**config.mk**
```make
export PLATFORM = sky130hd
export DESIGN_NAME = dmem_arbiter
export DESIGN_NICKNAME = d
export VERILOG_FILES = /design/src/rtl/dmem_arbiter.sv
export SDC_FILE = /design/constraint.sdc
export NUM_CORES = 1
export LEC_CHECK = 0
export CORE_AREA = 4 4 115 117
export DETAILED_ROUTE_END_ITERATION = 12
export DIE_AREA = 0 0 119 121
export PLACE_DENSITY_LB_ADDON = 0.05
export REMOVE_ABC_BUFFERS = 1
export SYNTH_ARGS = -nofsm -noshare
export SYNTH_HDL_FRONTEND = slang
export SYNTH_SLANG_ARGS = --single-unit
```
**constraint.sdc**
```tcl
create_clock -name CLK -period 5.9 [get_ports CLK]
set_input_delay 1.18 -clock CLK [delete_from_list [all_inputs] [get_ports CLK]]
set_output_delay 1.18 -clock CLK [all_outputs]
set_load 0.01 [all_outputs]
```
**src/rtl/dmem_arbiter.sv**
```systemverilog
// Two-port arbiter in front of a single-port data memory: core port C has priority,
// loader port L is starvation-protected, read data returns registered one cycle after grant.
module dmem_arbiter #(
  parameter int ADDR_W   = 32,
  parameter int DATA_W   = 32,
  parameter int MAX_WAIT = 4
) (
  input  logic              CLK,
  input  logic              RST_N,
  input  logic              C_REQ,
  input  logic              C_WE,
  input  logic [ADDR_W-1:0] C_A,
  input  logic [DATA_W-1:0] C_WD,
  output logic              C_GNT,
  output logic              C_RVALID,
  output logic [DATA_W-1:0] C_RD,
  input  logic              L_REQ,
  input  logic              L_WE,
  input  logic [ADDR_W-1:0] L_A,
  input  logic [DATA_W-1:0] L_WD,
  output logic              L_GNT,
  output logic              L_RVALID,
  output logic [DATA_W-1:0] L_RD,
  output logic [ADDR_W-1:0] M_A,
  output logic [DATA_W-1:0] M_WD,
  output logic              M_WE,
  input  logic [DATA_W-1:0] M_RD
);

  typedef enum logic [1:0] {RESP_NONE, RESP_C, RESP_L} resp_t;

  resp_t      resp_state;
  logic [3:0] wait_cnt;
  logic       force_l;
  logic       c_rd_gnt;
  logic       l_rd_gnt;

  // Grant stage: combinational arbitration, both grants held low during reset
  assign force_l  = (wait_cnt == 4'(MAX_WAIT));
  assign C_GNT    = RST_N & C_REQ & ~(L_REQ & force_l);
  assign L_GNT    = RST_N & L_REQ & (~C_REQ | force_l);
  assign c_rd_gnt = C_GNT & ~C_WE;
  assign l_rd_gnt = L_GNT & ~L_WE;

  assign M_A  = L_GNT ? L_A  : C_A;
  assign M_WD = L_GNT ? L_WD : C_WD;
  assign M_WE = (C_GNT & C_WE) | (L_GNT & L_WE);

  // Response stage: capture read data and remember which port owns it
  always_ff @(posedge CLK or negedge RST_N) begin
    if (!RST_N) begin
      resp_state <= RESP_NONE;
      wait_cnt   <= 4'd0;
      C_RD       <= '0;
      L_RD       <= '0;
    end else begin
      if (c_rd_gnt) begin
        resp_state <= RESP_C;
        C_RD       <= M_RD;
      end else if (l_rd_gnt) begin
        resp_state <= RESP_L;
        L_RD       <= M_RD;
      end else begin
        resp_state <= RESP_NONE;
      end

      if (L_GNT)
        wait_cnt <= 4'd0;
      else if (L_REQ && !force_l)
        wait_cnt <= wait_cnt + 4'd1;
    end
  end

  assign C_RVALID = (resp_state == RESP_C);
  assign L_RVALID = (resp_state == RESP_L);

endmodule

```
### Word-level counts from Yosys, hierarchy flattened

Cells that the tools add are included.

* bits in registers: 70
* latch bits: 0
* bits in writable memories: 0
* memory bits (read-only): 0
* bits of input ports: 166
* output and inout port bits: 133
* memories: 0

* add/sub/neg operators: 1
* multiply operators: 0
* divide/modulo/power cells: 0
* order comparisons: 0
* equal/unequal tests: 3
* shift operators: 0
* muxes and demuxes: 6
* bitwise operators: 16
* reductions and logical operators: 4

Operators by type and width (number)
* 32-bit 2-to-1 mux: 2
* 1-bit AND: 9
* 4-bit 2-to-1 mux: 2
* 1-bit NOT: 5
* 4-bit by 1-bit adder with 4-bit output, second input constant: 1
* 4-bit by 3-bit equality test with 1-bit output, second input constant: 1
* 2-bit 2-to-1 mux: 2
* 2-bit by 1-bit equality test with 1-bit output, second input constant: 1
* 2-bit equality test, second input constant: 1
* 1-bit bitwise OR: 2
* 2-bit AND reduction: 1
* 2-bit nonzero test: 1
* 1-bit logical AND: 1
* 1-bit zero test: 1

### Longest topological paths before layout

Gate-level depths: netlist of run 1.

* depth in word-level cells: 7
* mapped depth: 7
* gate-level depth less buffers: 5

### Least setup slack after synthesis of run 1

OpenSTA, ideal clock, no wires.

* kind: input-to-output
* start point: input port L_REQ
* end point: output port M_WD[26]
* arrival: 2398 ps
* data required time: 4720 ps
* setup slack: 2322 ps
* stages on the path: 6
* path buffers: 3
* cells stage by stage: buf_2 > nand2_1 > a21oi_2 > buf_4 > buf_4 > mux2_2

* cells in the longest elaborated chain, start to end: 3

Ends and longest elaborated chain
* start: declaration: RTL line 17 `input logic L_REQ,`
* 1-bit AND (2 in series): RTL line 41 `assign L_GNT = RST_N & L_REQ & (~C_REQ | force_l);`
* via L_GNT: RTL line 21 `output logic L_GNT,`
* 32-bit 2-to-1 mux: RTL line 46 `assign M_WD = L_GNT ? L_WD : C_WD;`
* end: declaration: RTL line 25 `output logic [DATA_W-1:0] M_WD,`

The timed path passes the listed nets, and every way through them passes these cells.

### Worst setup path after layout of run 1

* start point: input port L_REQ
* end point: output port M_WD[21]

* cells in the longest elaborated chain, start to end: 3

Ends and longest elaborated chain (RTL line)
* 1-bit AND (2 in series): 41
* 32-bit 2-to-1 mux: 46

No other way between the ends.

==> results.md, run 1 <==
* CTS max path bufs at 2
* Ant. Diodes at 0
* CP Data Arrival Time at 3580 ps
* Slew headroom at 40.9%
* Total power at 1.95 mW
* Die Height at 121 um
* Status: finished, final reports clean
* First-pass GRT wire length at 20200 um
* Final design area excluding fillers at 6980 um2
* Post-route ant nets at 0
* Pre-CTS setup slack at 1100 ps
* Placed Cells at 704
* Clk pwr share at 27.7%
* Slowest stage delay, CP at 670 ps
* IO Pins at 299
* Peak supply drop at 0.000172 V
* Final wirelength at 13300 um
* Commonest non-fill, non-tap cells in the layout: clkdlybuf4s50_1, mux2_2, dfrtp_1
* Vias in the first global route at 3467
* Share of cells above drive strength 1 at 27.9%
* Cell area after synthesis at 3540 um2
* Vias at 3161
* Shortest period the worst path allows at 4760 ps
* CP Capture Type: output pin
* Synthesized instance count at 243
* Unrepaired setup endpoints after global routing: no
* CP Class: in -> out
* Initial antenna violation count at 0
* Area grow syn2layout at 97.2%
* Final Instance Count excl. Fillers at 720
* Avg Cell Area, Syn at 14.6 um2
* DP Area at 6670 um2
* Port-buffer cells at 298
* Max Clock Freq at 0.210 GHz
* Crit-path cells: clkdlybuf4s50_1 -> nand2_1 -> a21oi_4 -> buf_4 -> mux2_2 -> clkdlybuf4s50_1
* # hold bufs at CTS at 0
* LEAKAGE at 2.75 nW
* Synthesized flop and latch total at 70
* Finished Core Util at 56.5%
* GRT Total Usage at 18.1%
* Clock skew at 5.91 ps
* TritonRoute pass-1 iters at 4
* Worst-Margin Slew at 887 ps
* Commonest non-fill, non-tap cell in the layout: clkdlybuf4s50_1
* Critical-path maximum fanout at 36
* Core Region at 12400 um2
* Final slew viol count at 0
* Switching part of the total at 27.0%
* Logic pwr share at 37.9%
* Core Rows at 41
* Worst Hold Class: reg -> reg
* Slowest-stage cell, CP: clkdlybuf4s50_1
* Root Driver: clkbuf_16
* Routability cong. at 0.760
* Worst EP required at 4720 ps
* Clk sinks at 70
* Synth warn at 0
* Die ar. at 14400 um2
* Hold Vio Cnt, Final at 0
* Worst setup margin at 1140 ps
* Final period utilization at 80.7%
* DP HPWL at 10900 um
* Grt total ovfl at 0
* Initial core utilization at 28.6%
* Setup Fix Bufs, Post-CTS at 0
* CTS buffer count at 9
* Worst Hold Slack at 496 ps
* DR DRC count at 0
* Number of DRC markers in iteration 0 at 158
* Fill cells at 1085
* Pin count of the biggest net entering global routing at 73
* Clk_lat worst skew at 320 ps
* FF-to-FF setup slack at 3310 ps
* Vias/cell at 4.39
* Layout Nets at 711
* Setup violators final at 0
* Cts repair resizes at 0
* Sequential share of power at 34.5%
* Die W at 119 um
* H-tree levels at 3
* TritonCTS clock tree: built
* Most common cell type on the critical path: clkdlybuf4s50_1
* Net Switching at 0.526 mW
* Post-synthesis sequential area ratio at 49.5%
* PwrDens at 279 nW/um2
* Int Power at 1.42 mW
* Clock-pin slew on the worst setup and hold paths at 60 ps
* WL/cell at 18.5 um
* Final setup TNS at 0 ps
* Max Cap Viol at 0
* Unique masters post-synth at 23
* CP Launch Type: primary input
[layer usage]
metal  routed length, um  share of wire, %  global-route usage, %
met2                6900                52                   31.3
met1                5130                38                   21.4
met3                1090               8.2                   6.34
met5                   0                 0                      0
met4                 223               1.7                   4.78
[layout make-up]
| type | instances | area (um2) | share of cell area, % |
|---|---|---|---|
| Clock buffer | 10 | 239 | 3.42 |
| Clock inverter | 6 | 68.8 | 0.986 |
| Inverter | 3 | 11.3 | 0.161 |
| Multi-Input combinational cell | 156 | 1680 | 24.0 |
| Sequential cell | 70 | 1750 | 25.1 |
| Tap cell | 172 | 215 | 3.08 |
| Timing Repair Buffer | 303 | 3020 | 43.2 |
[cells in the mapped netlist, drive strengths merged]
cell type  number  share of area (%)
nor3            1               0.14
o21ai           2               0.28
nand2           2               0.21
a21oi           5               0.81
nand3           4               0.57
mux2i           1               0.28
and3b           1               0.35
a22o            1               0.25
nor2            1               0.11
nor2b           3               0.53
nor3b           1               0.21
o2bb2ai         1               0.25
nand3b          1               0.57
inv             3               0.32
mux2          128                 41
dfrtp          70                 49
buf            14                3.1
ha              2               0.71
a211oi          2                1.1
[path summary, 6_finish.rpt]
kind                                    startpoint                 endpoint  depth (start not counted)
setup / recovery                             L_REQ                 M_WD[21]                          6
hold / removal                C_RD[21]$_DFFE_PN0P_     C_RD[21]$_DFFE_PN0P_                          1
setup reg to reg           wait_cnt[0]$_DFFE_PN0P_     C_RD[17]$_DFFE_PN0P_                          6
hold reg to reg               C_RD[21]$_DFFE_PN0P_     C_RD[21]$_DFFE_PN0P_                          1
max in group asynchronous                    RST_N  wait_cnt[0]$_DFFE_PN0P_                          2
min in group asynchronous                    RST_N     C_RD[11]$_DFFE_PN0P_                          2
[power groups by stage]
stage          registers, mW  clock network (mW)  logic, mW
4_1_cts                0.673               0.554      0.750
3_5_place_dp           0.680                   0      0.746
6_report               0.672               0.539      0.738
3_3_place_gp           0.674                   0      0.742
5_1_grt                0.689               0.576      0.786
2_1_floorplan          0.728                   0      0.215
[flip-flops by register name, summed over array words and instances (netlist names)]
signal,flops
C_RD,32
resp_state,2
wait_cnt,4
L_RD,32
[worst max-delay path: cells and delay by family]
kind	cells	cell delay, ps
buf+inv	3	1590
mux	1	410
simple gates	1	210
compound gates	1	160
[cell families (layout without fill, tap and decap cells)]
logic type               Yosys count  after routing  synth area share (%)
multiplexers                     129            129                  41.0
flip-flops                        70             70                  49.5
buffers and inverters             17            322                  3.39
AND/OR/NAND/NOR                   14             14                  2.69
AO/OA/AOI/OAI                     11             11                  2.72
adder cells (fa/ha/maj)            2              2                 0.707
Note: power is estimated with default switching activity, not from simulation.
==> run 2, diff against run 1 <==
--- a/config.mk
+++ b/config.mk
@@ -5,9 +5,9 @@
 export SDC_FILE = /design/constraint.sdc
 export NUM_CORES = 1
 export LEC_CHECK = 0
-export CORE_AREA = 4 4 115 117
+export CORE_AREA = 4 4 114 116
 export DETAILED_ROUTE_END_ITERATION = 12
-export DIE_AREA = 0 0 119 121
+export DIE_AREA = 0 0 118 120
 export PLACE_DENSITY_LB_ADDON = 0.05
 export REMOVE_ABC_BUFFERS = 1
 export SYNTH_ARGS = -nofsm -noshare
==> constraint.sdc (replaced) <==
create_clock -name CLK -period 4.4 [get_ports CLK]
set_input_delay 0.88 -clock CLK [delete_from_list [all_inputs] [get_ports CLK]]
set_output_delay 0.88 -clock CLK [all_outputs]
set_load 0.01 [all_outputs]
==> run 2 against run 1 <==
Net effect: die area fell by 1.7%; highest routed layer is now met5; worst hold slack better by 2.1 ps; via count rose by 0.54%; utilization rose by 2.4 points; critical path type unchanged.
==> results.md, run 2 (same netlist as run 1, synthesis figures left out) <==
* Area grow syn2layout at 98.2%
* Hold path endpoint: C_RD[21]$_DFFE_PN0P_
* Reg2Reg Depth at 6 (unchanged)
* Most common cell type on the critical path: clkdlybuf4s50_1
* Die ar. at 14200 um2 (-1.7%)
* Final wirelength at 14000 um (+4.9%)
* Logic pwr share at 37.3% (-0.6 points)
* CTS max path bufs at 2 (unchanged)
* Core Region at 11900 um2 (-3.7%)
* # hold bufs at CTS at 0 (unchanged)
* Core Rows at 40 (-2.4%)
* Initial core utilization at 29.7% (+1.1 points)
* Cts repair resizes at 0 (unchanged)
* Die Height at 120 um (-0.83%)
* Number of DRC markers in iteration 0 at 103 (-35%)
* Finished Core Util at 58.9% (+2.4 points)
* Root Driver: clkbuf_16
* Sequential share of power at 33.9% (-0.6 points)
* CP Capture Type: output pin
* Worst setup margin at 423 ps (-719 ps)
* H-tree levels at 3 (unchanged)
* IO Pins at 299 (unchanged)
* Die W at 118 um (-0.84%)
* Setup violators final at 0 (unchanged)
* Slowest-stage cell, CP: clkdlybuf4s50_1
* Hold Vio Cnt, Final at 0 (unchanged)
* Clock skew at 5.37 ps (-0.536 ps)
* WL/cell at 20.1 um (+8.3%)
* Port-buffer cells at 298 (unchanged)
* CP Class: in -> out
* Critical-path maximum fanout at 22 (-39%)
* Vias in the first global route at 3468 (+0.029%)
* First-pass GRT wire length at 20800 um (+2.8%)
* Worst Path Buf+Inv at 3 (unchanged)
* Fill cells at 1031 (-5.0%)
* Pin count of the biggest net entering global routing at 72 (-1.4%)
* Crit-path cells: clkdlybuf4s50_1 -> nand2_1 -> a21oi_4 -> buf_12 -> mux2_2 -> clkdlybuf4s50_1
* Int Power at 1.95 mW (+37%)
* Routability cong. at 0.877 (+15%)
* Vias at 3178 (+0.54%)
* DR DRC count at 0 (unchanged)
* Clk pwr share at 28.8% (+1.1 points)
* PwrDens at 380 nW/um2 (+36%)
* Largest registers: C_RD (32), L_RD (32), wait_cnt (4)
* Slew headroom at 41.7% (+0.81 points)
* Layout Nets at 713 (+0.28%)
* Ant. Diodes at 0 (unchanged)
* CP Data Arrival Time at 3100 ps (-480 ps)
* Unrepaired setup endpoints after global routing: no
* Final setup TNS at 0 ps (unchanged)
* CTS buffer count at 9 (unchanged)
* Share of cells above drive strength 1 at 28.2% (+0.26 points)
* Slowest stage delay, CP at 510 ps (-160 ps)
* FF-to-FF Start: wait_cnt[0]$_DFFE_PN0P_
* Commonest non-fill, non-tap cell in the layout: clkdlybuf4s50_1
* Final slew viol count at 0 (unchanged)
* TritonCTS clock tree: built
* Hold path start: C_RD[21]$_DFFE_PN0P_
* Clock-pin slew on the worst setup and hold paths at 60 ps (about the same)
* Worst EP required at 3520 ps (-1200 ps)
* Reg2Reg Capture Point: C_RD[29]$_DFFE_PN0P_
* Clk sinks at 70 (unchanged)
* Status: finished, final reports clean
* Clk_lat worst skew at 320 ps (about the same)
* Worst Hold Class: reg -> reg
* DP HPWL at 11600 um (+6.8%)
* FF-to-FF setup slack at 2000 ps (-1310 ps)
* Hold Path Stages at 1 (unchanged)
* Switching part of the total at 26.7% (-0.27 points)
* Vias/cell at 4.56 (+3.9%)
* Commonest non-fill, non-tap cells in the layout: clkdlybuf4s50_1, mux2_2, dfrtp_1
* Pre-CTS setup slack at 405 ps (-698 ps)
* Peak supply drop at 0.000224 V (+30%)
* CP Launch Type: primary input
* Post-route ant nets at 0 (unchanged)
* Initial antenna violation count at 3 (+3)
* Final period utilization at 90.4%
* TritonRoute pass-1 iters at 4 (unchanged)
* Grt total ovfl at 0 (unchanged)
* Max Clock Freq at 0.251 GHz
* Max Cap Viol at 0 (unchanged)
* Setup Fix Bufs, Post-CTS at 0 (unchanged)
* Worst-Margin Slew at 874 ps (-12.2 ps)
* Net Switching at 0.711 mW (+35%)
* GRT Total Usage at 19.3% (+1.2 points)
* LEAKAGE at 2.77 nW (+0.66%)
* Shortest period the worst path allows at 3980 ps
* CP top delay family: buffers and inverters
run 2: routing by layer:
metal / wire length [um] / GRT usage, % / part of all wire, %
met4: 171 / 5.57 / 1.2
met1: 5080 / 20.8 / 36
met5: 46 / 0 / 0.33
met2: 7360 / 34.4 / 53
met3: 1340 / 8.58 / 9.6
run 2: worst max-delay path by stage:
stage          slack, ps  cells after the start  startpoint  endpoint
3_5_place_dp         400                      6       L_REQ   M_WD[2]
3_3_place_gp         420                      6       L_REQ   M_WD[2]
4_1_cts              400                      6       L_REQ   M_WD[2]
5_1_grt              330                      6       L_REQ   M_WD[9]
2_1_floorplan        160                      2       C_REQ    M_A[0]
6_report             420                      6       L_REQ   M_WD[2]
run 2: cell type report:
class                      instances  area (um2)  area share, %
sequential                        70        1750           25.0
multi-input combinational        156        1680           23.9
timing repair buffer             305        3070           43.8
inverter                           3        11.3          0.161
tap                              147         184           2.62
clock buffer                       9         225           3.21
clock inverter                     7        96.3           1.37
run 2: metrics by stage:
| step | instances | power, mW | instance area, um2 | hold slack, ps |
|---|---|---|---|---|
| finish | 697 | 2.66 | 7010 | 498 |
| CTS | 697 | 2.70 | 7010 | 497 |
| global route | 697 | 2.80 | 7010 | 516 |
| global placement | 681 | 1.90 | 6690 | 471 |
| detailed placement | 681 | 1.92 | 6690 | 475 |
| floorplan | 229 | 1.26 | 3430 | 513 |
run 2: power by group through the flow:
stage / sequential (mW) / combinational, mW / clock (mW)
final: 0.902 / 0.994 / 0.766
after global routing: 0.925 / 1.06 / 0.816
after CTS: 0.904 / 1.01 / 0.788
after detailed placement: 0.913 / 1.01 / 0
after global placement: 0.905 / 0.999 / 0
after floorplan: 0.976 / 0.288 / 0
==> run 3, diff against run 2 <==
--- a/config.mk
+++ b/config.mk
@@ -10,6 +10,7 @@
 export DIE_AREA = 0 0 118 120
 export PLACE_DENSITY_LB_ADDON = 0.05
 export REMOVE_ABC_BUFFERS = 1
+export SETUP_SLACK_MARGIN = 0.05
 export SYNTH_ARGS = -nofsm -noshare
 export SYNTH_HDL_FRONTEND = slang
 export SYNTH_SLANG_ARGS = --single-unit
==> results of run 3 <==
Final layout, timing and power as in run 2 (identical DEF).
